`src/rtl/fft_result_serializer.sv`:
```
// rtl/fft_result_serializer.sv - beat FIFO replaying 8 complex results per beat as a sample stream (optional saturation: FFT_RESULT_SER_SAT_EN)
module fft_result_serializer #(
  parameter int IN_WIDTH  = 32,
  parameter int OUT_WIDTH = 24,
  parameter int DEPTH     = 8,
  parameter int AF_MARGIN = 7
) (
  input  logic                           clk,
  input  logic                           rst,
  input  logic                           in_valid,
  input  logic [3:0][IN_WIDTH-1:0]       in_col1_r,
  input  logic [3:0][IN_WIDTH-1:0]       in_col1_i,
  input  logic [3:0][IN_WIDTH-1:0]       in_col2_r,
  input  logic [3:0][IN_WIDTH-1:0]       in_col2_i,
  input  logic [10:0]                    in_idx_col1,
  input  logic [10:0]                    in_idx_col2,
  output logic                           out_valid,
  input  logic                           out_ready,
  output logic [OUT_WIDTH-1:0]           out_r,
  output logic [OUT_WIDTH-1:0]           out_i,
  output logic [12:0]                    out_addr,
  output logic                           out_last,
  output logic                           almost_full,
  output logic [$clog2(DEPTH):0]         level,
  output logic                           overflow,
  input  logic                           ovf_clr
);

  localparam int PW = $clog2(DEPTH);
  localparam int LW = PW + 1;
  localparam logic [LW-1:0] FULL_LVL = LW'(DEPTH);
  localparam int AF_TH_I = (DEPTH > AF_MARGIN) ? (DEPTH - AF_MARGIN) : 0;
  localparam logic [LW-1:0] AF_TH = LW'(AF_TH_I);

  typedef enum logic {S_IDLE, S_STREAM} state_t;

  logic [3:0][IN_WIDTH-1:0] r_mem_c1r [DEPTH];
  logic [3:0][IN_WIDTH-1:0] r_mem_c1i [DEPTH];
  logic [3:0][IN_WIDTH-1:0] r_mem_c2r [DEPTH];
  logic [3:0][IN_WIDTH-1:0] r_mem_c2i [DEPTH];
  logic [10:0]              r_mem_idx1 [DEPTH];
  logic [10:0]              r_mem_idx2 [DEPTH];

  state_t                r_state, w_state_nxt;
  logic [PW-1:0]         r_wr_ptr, r_rd_ptr, w_rd_nxt;
  logic [2:0]            r_sub, w_sub_nxt;
  logic [LW-1:0]         r_level, w_level_nxt;
  logic                  r_af, r_ovf;
  logic [OUT_WIDTH-1:0]  r_out_r, r_out_i, w_re_cv, w_im_cv;
  logic [12:0]           r_out_addr;
  logic                  r_out_last;
  logic                  w_push, w_drop, w_xfer, w_pop, w_load, w_bypass, w_col2;
  logic [1:0]            w_lane;
  logic [IN_WIDTH-1:0]   w_re_sel, w_im_sel;
  logic [10:0]           w_idx_sel;

  // A full FIFO drops the incoming beat even if the head pops this cycle
  assign w_push      = in_valid && (r_level != FULL_LVL);
  assign w_drop      = in_valid && (r_level == FULL_LVL);
  assign w_xfer      = (r_state == S_STREAM) && out_ready;
  assign w_pop       = w_xfer && (r_sub == 3'd7);
  assign w_level_nxt = r_level + {{PW{1'b0}}, w_push} - {{PW{1'b0}}, w_pop};
  assign w_sub_nxt   = w_xfer ? r_sub + 3'd1 : r_sub;
  assign w_rd_nxt    = w_pop ? r_rd_ptr + PW'(1) : r_rd_ptr;
  // The beat being written this edge becomes the head when only the popped beat was stored
  assign w_bypass    = w_push && (r_wr_ptr == w_rd_nxt);
  assign w_col2      = w_sub_nxt[2];
  assign w_lane      = w_sub_nxt[1:0];

  // Next FSM state and when to register a new sample onto the outputs
  always_comb begin
    w_state_nxt = r_state;
    w_load      = 1'b0;
    case (r_state)
      S_IDLE: begin
        if (r_level != '0) begin
          w_state_nxt = S_STREAM;
          w_load      = 1'b1;
        end
      end
      S_STREAM: begin
        if (w_pop && (w_level_nxt == '0)) w_state_nxt = S_IDLE;
        else if (w_xfer)                  w_load      = 1'b1;
      end
      default: w_state_nxt = S_IDLE;
    endcase
  end

  // Pick the next sample from the new head beat (or the incoming beat on bypass)
  always_comb begin
    w_re_sel  = '0;
    w_im_sel  = '0;
    w_idx_sel = '0;
    if (w_bypass) begin
      w_re_sel  = w_col2 ? in_col2_r[w_lane] : in_col1_r[w_lane];
      w_im_sel  = w_col2 ? in_col2_i[w_lane] : in_col1_i[w_lane];
      w_idx_sel = w_col2 ? in_idx_col2 : in_idx_col1;
    end else begin
      w_re_sel  = w_col2 ? r_mem_c2r[w_rd_nxt][w_lane] : r_mem_c1r[w_rd_nxt][w_lane];
      w_im_sel  = w_col2 ? r_mem_c2i[w_rd_nxt][w_lane] : r_mem_c1i[w_rd_nxt][w_lane];
      w_idx_sel = w_col2 ? r_mem_idx2[w_rd_nxt] : r_mem_idx1[w_rd_nxt];
    end
  end

`ifdef FFT_RESULT_SER_SAT_EN
  localparam logic [OUT_WIDTH-1:0] SAT_MAX = {1'b0, {(OUT_WIDTH-1){1'b1}}};
  localparam logic [OUT_WIDTH-1:0] SAT_MIN = {1'b1, {(OUT_WIDTH-1){1'b0}}};

  // Clamp when the bits above the output sign are not a pure sign extension
  always_comb begin
    w_re_cv = w_re_sel[OUT_WIDTH-1:0];
    w_im_cv = w_im_sel[OUT_WIDTH-1:0];
    if (!(&w_re_sel[IN_WIDTH-1:OUT_WIDTH-1]) && (|w_re_sel[IN_WIDTH-1:OUT_WIDTH-1]))
      w_re_cv = w_re_sel[IN_WIDTH-1] ? SAT_MIN : SAT_MAX;
    if (!(&w_im_sel[IN_WIDTH-1:OUT_WIDTH-1]) && (|w_im_sel[IN_WIDTH-1:OUT_WIDTH-1]))
      w_im_cv = w_im_sel[IN_WIDTH-1] ? SAT_MIN : SAT_MAX;
  end
`else
  assign w_re_cv = w_re_sel[OUT_WIDTH-1:0];
  assign w_im_cv = w_im_sel[OUT_WIDTH-1:0];
  if (IN_WIDTH > OUT_WIDTH) begin : g_trunc
    logic w_unused_hi;
    assign w_unused_hi = ^{w_re_sel[IN_WIDTH-1:OUT_WIDTH], w_im_sel[IN_WIDTH-1:OUT_WIDTH]};
  end
`endif

  // Beat storage, written at the write pointer on an accepted push
  always_ff @(posedge clk) begin
    if (w_push) begin
      r_mem_c1r[r_wr_ptr]  <= in_col1_r;
      r_mem_c1i[r_wr_ptr]  <= in_col1_i;
      r_mem_c2r[r_wr_ptr]  <= in_col2_r;
      r_mem_c2i[r_wr_ptr]  <= in_col2_i;
      r_mem_idx1[r_wr_ptr] <= in_idx_col1;
      r_mem_idx2[r_wr_ptr] <= in_idx_col2;
    end
  end

  // Control state, occupancy, flags and registered sample outputs
  always_ff @(posedge clk or posedge rst) begin
    if (rst) begin
      r_state    <= S_IDLE;
      r_wr_ptr   <= '0;
      r_rd_ptr   <= '0;
      r_sub      <= '0;
      r_level    <= '0;
      r_af       <= 1'b0;
      r_ovf      <= 1'b0;
      r_out_r    <= '0;
      r_out_i    <= '0;
      r_out_addr <= '0;
      r_out_last <= 1'b0;
    end else begin
      r_state  <= w_state_nxt;
      r_rd_ptr <= w_rd_nxt;
      r_sub    <= w_sub_nxt;
      r_level  <= w_level_nxt;
      r_af     <= (w_level_nxt >= AF_TH);
      if (w_push) r_wr_ptr <= r_wr_ptr + PW'(1);
      if (w_drop)       r_ovf <= 1'b1;
      else if (ovf_clr) r_ovf <= 1'b0;
      if (w_load) begin
        r_out_r    <= w_re_cv;
        r_out_i    <= w_im_cv;
        r_out_addr <= {w_idx_sel, w_lane};
        r_out_last <= (w_sub_nxt == 3'd7);
      end
    end
  end

  assign out_valid   = (r_state == S_STREAM);
  assign out_r       = r_out_r;
  assign out_i       = r_out_i;
  assign out_addr    = r_out_addr;
  assign out_last    = r_out_last;
  assign almost_full = r_af;
  assign level       = r_level;
  assign overflow    = r_ovf;

endmodule

```
`config.mk`:
```
export PLATFORM = sky130hd
export DESIGN_NAME = fft_result_serializer
export DESIGN_NICKNAME = d
export VERILOG_FILES = /design/src/rtl/fft_result_serializer.sv
export SDC_FILE = /design/constraint.sdc
export NUM_CORES = 2
export LEC_CHECK = 0
export ABC_AREA = 1
export CAP_MARGIN = 20
export CORE_ASPECT_RATIO = 1.2
export CORE_MARGIN = 2
export CORE_UTILIZATION = 28
export CTS_CLUSTER_DIAMETER = 60
export DETAILED_ROUTE_END_ITERATION = 10
export PLACE_DENSITY = 0.51
export SLEW_MARGIN = 5
export SYNTH_ARGS = -nofsm -noshare
export SYNTH_HDL_FRONTEND = slang
export SYNTH_MEMORY_MAX_BITS = 65536
export SYNTH_SLANG_ARGS = --single-unit
```
`constraint.sdc`:
```
create_clock -name clk -period 18.85 [get_ports clk]
set_input_delay 3.77 -clock clk [delete_from_list [all_inputs] [get_ports clk]]
set_output_delay 3.77 -clock clk [all_outputs]
set_load 0.005 [all_outputs]
```
## Yosys cells after proc, flatten, opt, wreduce, memory -nomap -nowiden

Memories as Yosys holds them, arrays and structs flattened.
Index checks and enable logic that the tools add are counted.

| word-level totals | value |
|---|---|
| RAM bits | 4,272 |
| register bits after elaboration | 78 |
| input port bits | 539 |
| memories kept | 6 |
| output and inout port bits | 69 |

| cells by class | value |
|---|---|
| bitwise logic cells | 1 |
| equal/unequal tests | 5 |
| multiplexer cells | 37 |
| magnitude comparators | 2 |
| reductions and logical operators | 9 |
| $add $sub $neg | 5 |

Memories:

| memory | depth | width | read ports | clocked after Yosys merged registers in | write ports | line | source |
|---|---|---|---|---|---|---|---|
| r_mem_c1i | 8 | 128 | 1 | 0 | 1 | 38 | `logic [3:0][IN_WIDTH-1:0] r_mem_c1i [DEPTH];` |
| r_mem_c1r | 8 | 128 | 1 | 0 | 1 | 37 | `logic [3:0][IN_WIDTH-1:0] r_mem_c1r [DEPTH];` |
| r_mem_c2i | 8 | 128 | 1 | 0 | 1 | 40 | `logic [3:0][IN_WIDTH-1:0] r_mem_c2i [DEPTH];` |
| r_mem_c2r | 8 | 128 | 1 | 0 | 1 | 39 | `logic [3:0][IN_WIDTH-1:0] r_mem_c2r [DEPTH];` |
| r_mem_idx1 | 8 | 11 | 1 | 0 | 1 | 41 | `logic [10:0] r_mem_idx1 [DEPTH];` |
| r_mem_idx2 | 8 | 11 | 1 | 0 | 1 | 42 | `logic [10:0] r_mem_idx2 [DEPTH];` |

Operators by type and width:

| operator | count |
|---|---|
| 32-bit binary-select mux with 2-bit select | 8 |
| 24-bit two-way mux | 14 |
| 11-bit two-way mux | 3 |
| 3-bit by 1-bit adder with 3-bit output (second input constant) | 3 |
| 1-bit two-way mux | 8 |
| 3-bit == test (second input constant) | 2 |
| 1-bit logical AND | 6 |
| 3-bit two-way mux | 2 |
| 4-bit by 1-bit adder with 4-bit output | 1 |
| 4-bit == test (second input constant) | 1 |
| 4-bit by 1-bit >= comparator with 1-bit output (second input constant) | 1 |
| 4-bit zero test | 1 |
| 4-bit inequality test (second input constant) | 1 |
| 1-bit one-hot mux with 2 select lines | 2 |
| 4-bit nonzero test | 1 |
| 4-bit by 1-bit subtractor with 4-bit output | 1 |
| 3-bit == test | 1 |
| 2-bit by 3-bit less-than comparator with 1-bit output (second input constant) | 1 |
| 2-bit nonzero test | 1 |
| 1-bit inverter | 1 |

## Logic depth before layout (Yosys ltp)

| depth | value |
|---|---|
| depth in word-level cells | 8 |
| gate-level depth with buffers | 20 |
| mapped depth without buffers | 18 |

## Least setup slack after synthesis

Ideal clock, no wire load.

| path | value |
|---|---|
| path type | input -> register |
| from | in in_valid |
| to | mem r_mem_c1i[0][0] (netlist bit), enable pin |
| stages | 3 |
| path slack | -3.311 ns |
| required time | 17.667 ns |
| path buffers | 0 |
| setup time | 1.183 ns |
| arrival | 20.978 ns |
| cells stage by stage | nand2_1 -> or2_2 -> nor2_1 |

| between the ends | value |
|---|---|
| word-level cells in the longest chain between the ends | 3 |

Ends and longest elaborated chain:

| what | line | source |
|---|---|---|
| start, declared | 10 | `input logic in_valid,` |
| 1-bit logical AND | 58 | `assign w_push = in_valid && (r_level != FULL_LVL);` |
| 1-bit two-way mux | 129 | `if (w_push) begin` |
| 1-bit two-way mux (implied by the code) | 131 | `r_mem_c1i[r_wr_ptr] <= in_col1_i;` |
| end, declared | 38 |  |

Every way passes these cells.

## Worst setup path after layout

| path | value |
|---|---|
| from | in out_ready |
| to | reg r_out_r[17], in the netlist out_r[17] |

| between the ends | value |
|---|---|
| word-level cells in the longest chain between the ends | 8 |

Ends and longest elaborated chain:

| what | line | source |
|---|---|---|
| start, declared | 18 | `input logic out_ready,` |
| 1-bit logical AND (*) | 60 | `assign w_xfer = (r_state == S_STREAM) && out_ready;` |
| 1-bit logical AND | 61 | `assign w_pop = w_xfer && (r_sub == 3'd7);` |
| 3-bit two-way mux | 64 | `assign w_rd_nxt = w_pop ? r_rd_ptr + PW'(1) : r_rd_ptr;` |
| memory 8 x 128 bit, on equally long branches | -- |  |
| 32-bit binary-select mux with 2-bit select | 99 | `w_re_sel = w_col2 ? r_mem_c2r[w_rd_nxt][w_lane] : r_mem_c1r[w_rd_nxt][w_lane];` |
| 24-bit two-way mux (implied by the code) | 99 |  |
| 24-bit two-way mux | 99 |  |
| 24-bit two-way mux | 94 | `if (w_bypass) begin` |
| end signal, assigned | 163 | `r_out_r <= w_re_cv;` |
| end, declared | 49 | `logic [OUT_WIDTH-1:0] r_out_r, r_out_i, w_re_cv, w_im_cv;` |

Mark *: on every way between the ends. The rest lies on a longest branch, timed or not. The select of a mux whose other input is x is not followed.
A chain may end at the register's enable or synchronous reset.

==> metrics.log <==
INFO  metric ffs_latches_synth = around 3.3k
INFO  metric die_ar = ~530000 um^2
INFO  metric critical_path.most_common_cell = nand2_1
INFO  metric cp_top_delay_family = buffers and inverters
INFO  metric postSynthAreaPerCell = 10.3 um^2
INFO  metric post_synth_and_or_nand_nor_area_fraction = approximately a fifth
INFO  metric worstSetupPathType = input pin to register
INFO  metric layout-drive-gt1-share = ~5.2%
INFO  metric cts-root-buf = clkbuf_16
INFO  metric clock_insertion_delay_worst_skew = ~1 ns
INFO  metric met3RoutedLength = around 41000 um
INFO  metric worst_path_max_delay_cell = buf_4
INFO  metric min_path_type = register to register
INFO  metric switchingPower = approximately 12000 uW
INFO  metric outcome = completed
INFO  metric rsz_0062_raised_after_global_routing = false
INFO  metric ctsHoldBuffers = 0
INFO  metric path_buf_inv = 5
INFO  metric dominantRegCellSynth = edfxtp_1
INFO  metric grt_usage = 18.6%
INFO  metric netlist_instances = roughly 14k
INFO  metric hold_path_depth = 2
INFO  metric area_growth = 16.3%
INFO  metric cts.repair_timing.setup_buffer_count = 0
INFO  metric place.port_buffers = between 400 and 500
INFO  metric worst_slew_margin_rel = 14.5%
INFO  metric remaining_drc_errors = 0
INFO  metric top_layer = met5
INFO  metric synth_top_family_by_area = simple AND/OR/NAND/NOR gates
INFO  metric post_route_cell_area = between 150000 and 200000 um^2
INFO  metric report.final.slew_viol_count = 0
INFO  metric skew = roughly 0.097 ns
INFO  metric layout.nets = 14.9k
INFO  metric cp-end-kind = register
INFO  metric place_area = approximately 160000 um^2
INFO  metric cp_data_required_time = 19.68 ns
INFO  metric crit_chain = clkdlybuf4s50_1 > nand4_1 > buf_4 > nand2_4 > buf_4 > buf_4 > buf_4 > nand2_1 > nand3_1 > nand3_1 > nand3_1 > nand2_1 > nand2_1 > nand2_1 > nor2_1 > nand2_1 > nand2_1 > nand2_1
INFO  metric synthXorXnorAreaFrac = less than 1%
INFO  metric yosysWarnings = 0
INFO  metric placementRows = 290
INFO  metric post_synth_num_cell_types = 31
INFO  metric total_power_density_per_cell_area = between 150 and 200 nW/um^2
INFO  metric floorplan.initialDensity = between 20% and 30%
INFO  metric grt_max_degree = 186
INFO  metric setup-violations-final = 0
INFO  metric chipHeight = between 700 and 800 um
INFO  metric worst_ir_drop_vdd = 0.152 mV
INFO  metric antenna_violating_nets_post_route = 0
INFO  metric synth_area = 146000 um^2
INFO  metric post-place-ws = approximately 8.4 ns
INFO  metric post-route-worst-setup-slack = about 9.5 ns
INFO  metric synth-compound-area-share = under 10%
INFO  metric worstReg2RegEnd = out_r[17]$_DFFE_PP0P_
INFO  metric power.switching_fraction = a little over two fifths
INFO  metric synth-seq-area-share = 68.1%
INFO  metric fp.dieW = ~660 um
INFO  metric worst_endpoint_data_arrival_time = 10.17 ns
INFO  metric cts-resized-gates = 0
INFO  metric mux_cell_area_share_after_synthesis = 0%
INFO  metric power_frac_clock = between 20% and 30%
INFO  metric final_min_period_over_clock_period = between 40% and 50%
INFO  metric clock.fmax = 107 MHz
INFO  metric clk_transition_reported_paths = about 0.060 ns
INFO  metric sum_neg_setup_slack = 0 ns
INFO  metric synth-adder-area-share = less than 1%
INFO  metric wl_per_cell = roughly 24 um
INFO  metric routedLengthMet1 = around 210000 um
INFO  metric cts_num_sinks = about 3.3k
INFO  metric number_of_global_route_vias_before_repair = roughly 95k
INFO  metric synthMostInstantiatedCell = nand2_1
INFO  metric htree_levels = 5
INFO  metric synth_fp_nets = 14.7k
INFO  metric synth_enable_flop_cells = around 3.2k
INFO  metric core_area = between 500000 and 600000 um^2
INFO  metric comb_power_share = between 40% and 50%
INFO  metric cell_internal_pwr = about 16000 uW
INFO  metric cts.path.max_buffers = 4
INFO  metric post-layout-total-power = ~28000 uW
INFO  metric worst_r2r_path_depth = 19
INFO  metric portion_of_total_power_attributed_to_sequential_cells = 34.6%
INFO  metric antenna_violations_before_repair = about 250
INFO  metric ys_async_sr_fraction = about 2.3%
INFO  metric hold_slack = roughly 0.48 ns
INFO  metric reg2reg_setup_slack = ~12 ns
INFO  metric static-leakage-power = a little under 0.07 uW
INFO  metric yosys.area.top_type = edfxtp_1
INFO  metric netlist_top_cells_count = 3473 x nand2_1, 3248 x edfxtp_1, 2678 x nand3_1
INFO  metric met2WireLength = between 200000 and 250000 um
INFO  metric cts_tree = yes
INFO  metric critPathLaunchType = input pin
INFO  metric netlist_top_cells_area = edfxtp_1 67%, nand3_1 9.2%, nand2_1 8.9%
INFO  metric worst_slew_pin_slew = 1.28 ns
INFO  metric cap_viol_max_count = 0
INFO  metric hold_path_end = out_addr[5]$_DFFE_PP0P_
INFO  metric drt_iter0_markers = between 9k and 10k
INFO  metric sum_of_net_half_perimeters_after_detailed_placement = approximately 300000 um
INFO  metric routed_wl = ~500000 um
INFO  metric holdCritStartpoint = out_addr[5]$_DFFE_PP0P_
INFO  metric crit_path_max_fanout = 89
INFO  metric vias_per_cell = ~4.7
INFO  metric grt_pass1_wl = 713000 um
INFO  metric worst_r2r_startpoint = r_sub[0]$_DFF_PP0_
INFO  metric period_minus_slack = roughly 9.3 ns
INFO  metric final-hold-violation-count = 0
INFO  metric design.portCount = 608
INFO  metric cts-buffers-inserted = 369
INFO  metric dr_total_vias = 101k
INFO  metric grt-ovfl-total = 0
INFO  metric netlist.area_leader.share = 66.8%
INFO  metric firstDrtPassIters = 8
INFO  metric crit_path_max_incr_delay = between 0.8 and 0.9 ns
INFO  metric gp_routability_congestion = 0.807
## metal layers
layer / track usage (%) / vias up
li1: - / 47100
met1: 24.0 / 49600
met2: 30.2 / 3278
met3: 4.54 / 926
met4: 7.01 / 102
met5: 0 / -
## worst max path at each step
| stage | start | end | slack, ns | cells after the start |
|---|---|---|---|---|
| after floorplan | in_valid | r_mem_c1i[0][0]$_DFFE_PP_ | -3.31 | 3 |
| after global placement | out_ready | out_r[23]$_DFFE_PP0P_ | 8.41 | 16 |
| after detailed placement | out_ready | out_r[23]$_DFFE_PP0P_ | 8.44 | 16 |
| after CTS | out_ready | out_r[23]$_DFFE_PP0P_ | 9.56 | 16 |
| after global routing | out_ready | out_r[17]$_DFFE_PP0P_ | 9.10 | 18 |
| final | out_ready | out_r[17]$_DFFE_PP0P_ | 9.51 | 18 |
## stage by stage
step | utilization [%] | cells
3_3_place_gp | 30.4 | 20800
2_1_floorplan | - | 14100
3_5_place_dp | 30.4 | 20900
4_1_cts | 32.6 | 21500
6_report | 32.7 | 21600
5_1_grt | 32.6 | 21500
## state kept, by name, indices dropped and copies added (netlist names), 3 cells and up
signal and count:
r_sub 3, r_rd_ptr 3, r_mem_idx1 88, out_addr 13, r_mem_c2i 768, r_mem_c2r 768, out_i 24, r_mem_c1i 768
r_mem_c1r 768, level 4, r_wr_ptr 3, out_r 24, r_mem_idx2 88
## area by class of cell
cell class	count	area, um^2
antenna	84	210
clock buffer	472	9790
clock inverter	192	1800
fill	52500	350000
inverter	2666	10000
multi-input combinational	7306	33100
sequential	3326	99500
tap	6862	8590
timing repair buffer	692	6760
## power by group through the flow
stage	Clock [uW]	Sequential [uW]	Combinational, uW
floorplan	0	10400	6290
global placement	0	9710	11100
detailed placement	0	9730	11100
CTS	7150	9580	11200
global route	7430	9660	12000
finish	7020	9580	11100
## layout by cell type (no fill, tap or decap), drive strengths merged
master         synthesis  layout
a21oi                102     102
a31o                   1       1
a31oi                 23      23
buf                  515     213
bufinv                 0      20
clkbuf               297     472
clkdlybuf4s50          0     479
clkinv                 1     149
clkinvlp               0       8
dfrtp                 78      78
diode                  0      84
edfxtp              3248    3248
fa                     1       1
ha                    10      10
inv                 2665    2681
nand2               3474    3474
nand3               2679    2679
nand3b                48      48
nand4                  2       2
nor2                 314     314
o211ai               219     219
o21ai                261     261
o21bai                26      26
o221ai                 1       1
o22ai                112     112
or2                   26      26
xnor2                  3       3
xor2                   4       4
## worst register-to-register path, cell delays in order (launching register included)
cell,delay [ns]
dfrtp_1,0.37
ha_1,0.18
ha_1,0.20
nand4_1,0.71
buf_4,0.56
nand2_4,0.69
buf_4,0.81
buf_4,0.74
buf_4,0.93
nand2_1,0.14
nand3_1,0.11
nand3_1,0.08
nand3_1,0.13
nand2_1,0.06
nand2_1,0.06
nand2_1,0.24
nor2_1,0.37
nand2_1,0.10
nand2_1,0.08
nand2_1,0.05
## kinds of logic (layout without fill, tap and decap cells)
kind of cell | count (synthesis) | in the layout
AO/OA/AOI/OAI | 745 | 745
flip-flops | 3326 | 3326
other | 0 | 84
AND/OR/NAND/NOR | 6543 | 6543
adder cells (fa/ha/maj) | 11 | 11
buffers and inverters | 3478 | 4022
XOR/XNOR | 7 | 7
(Power assumes the default switching activity.)
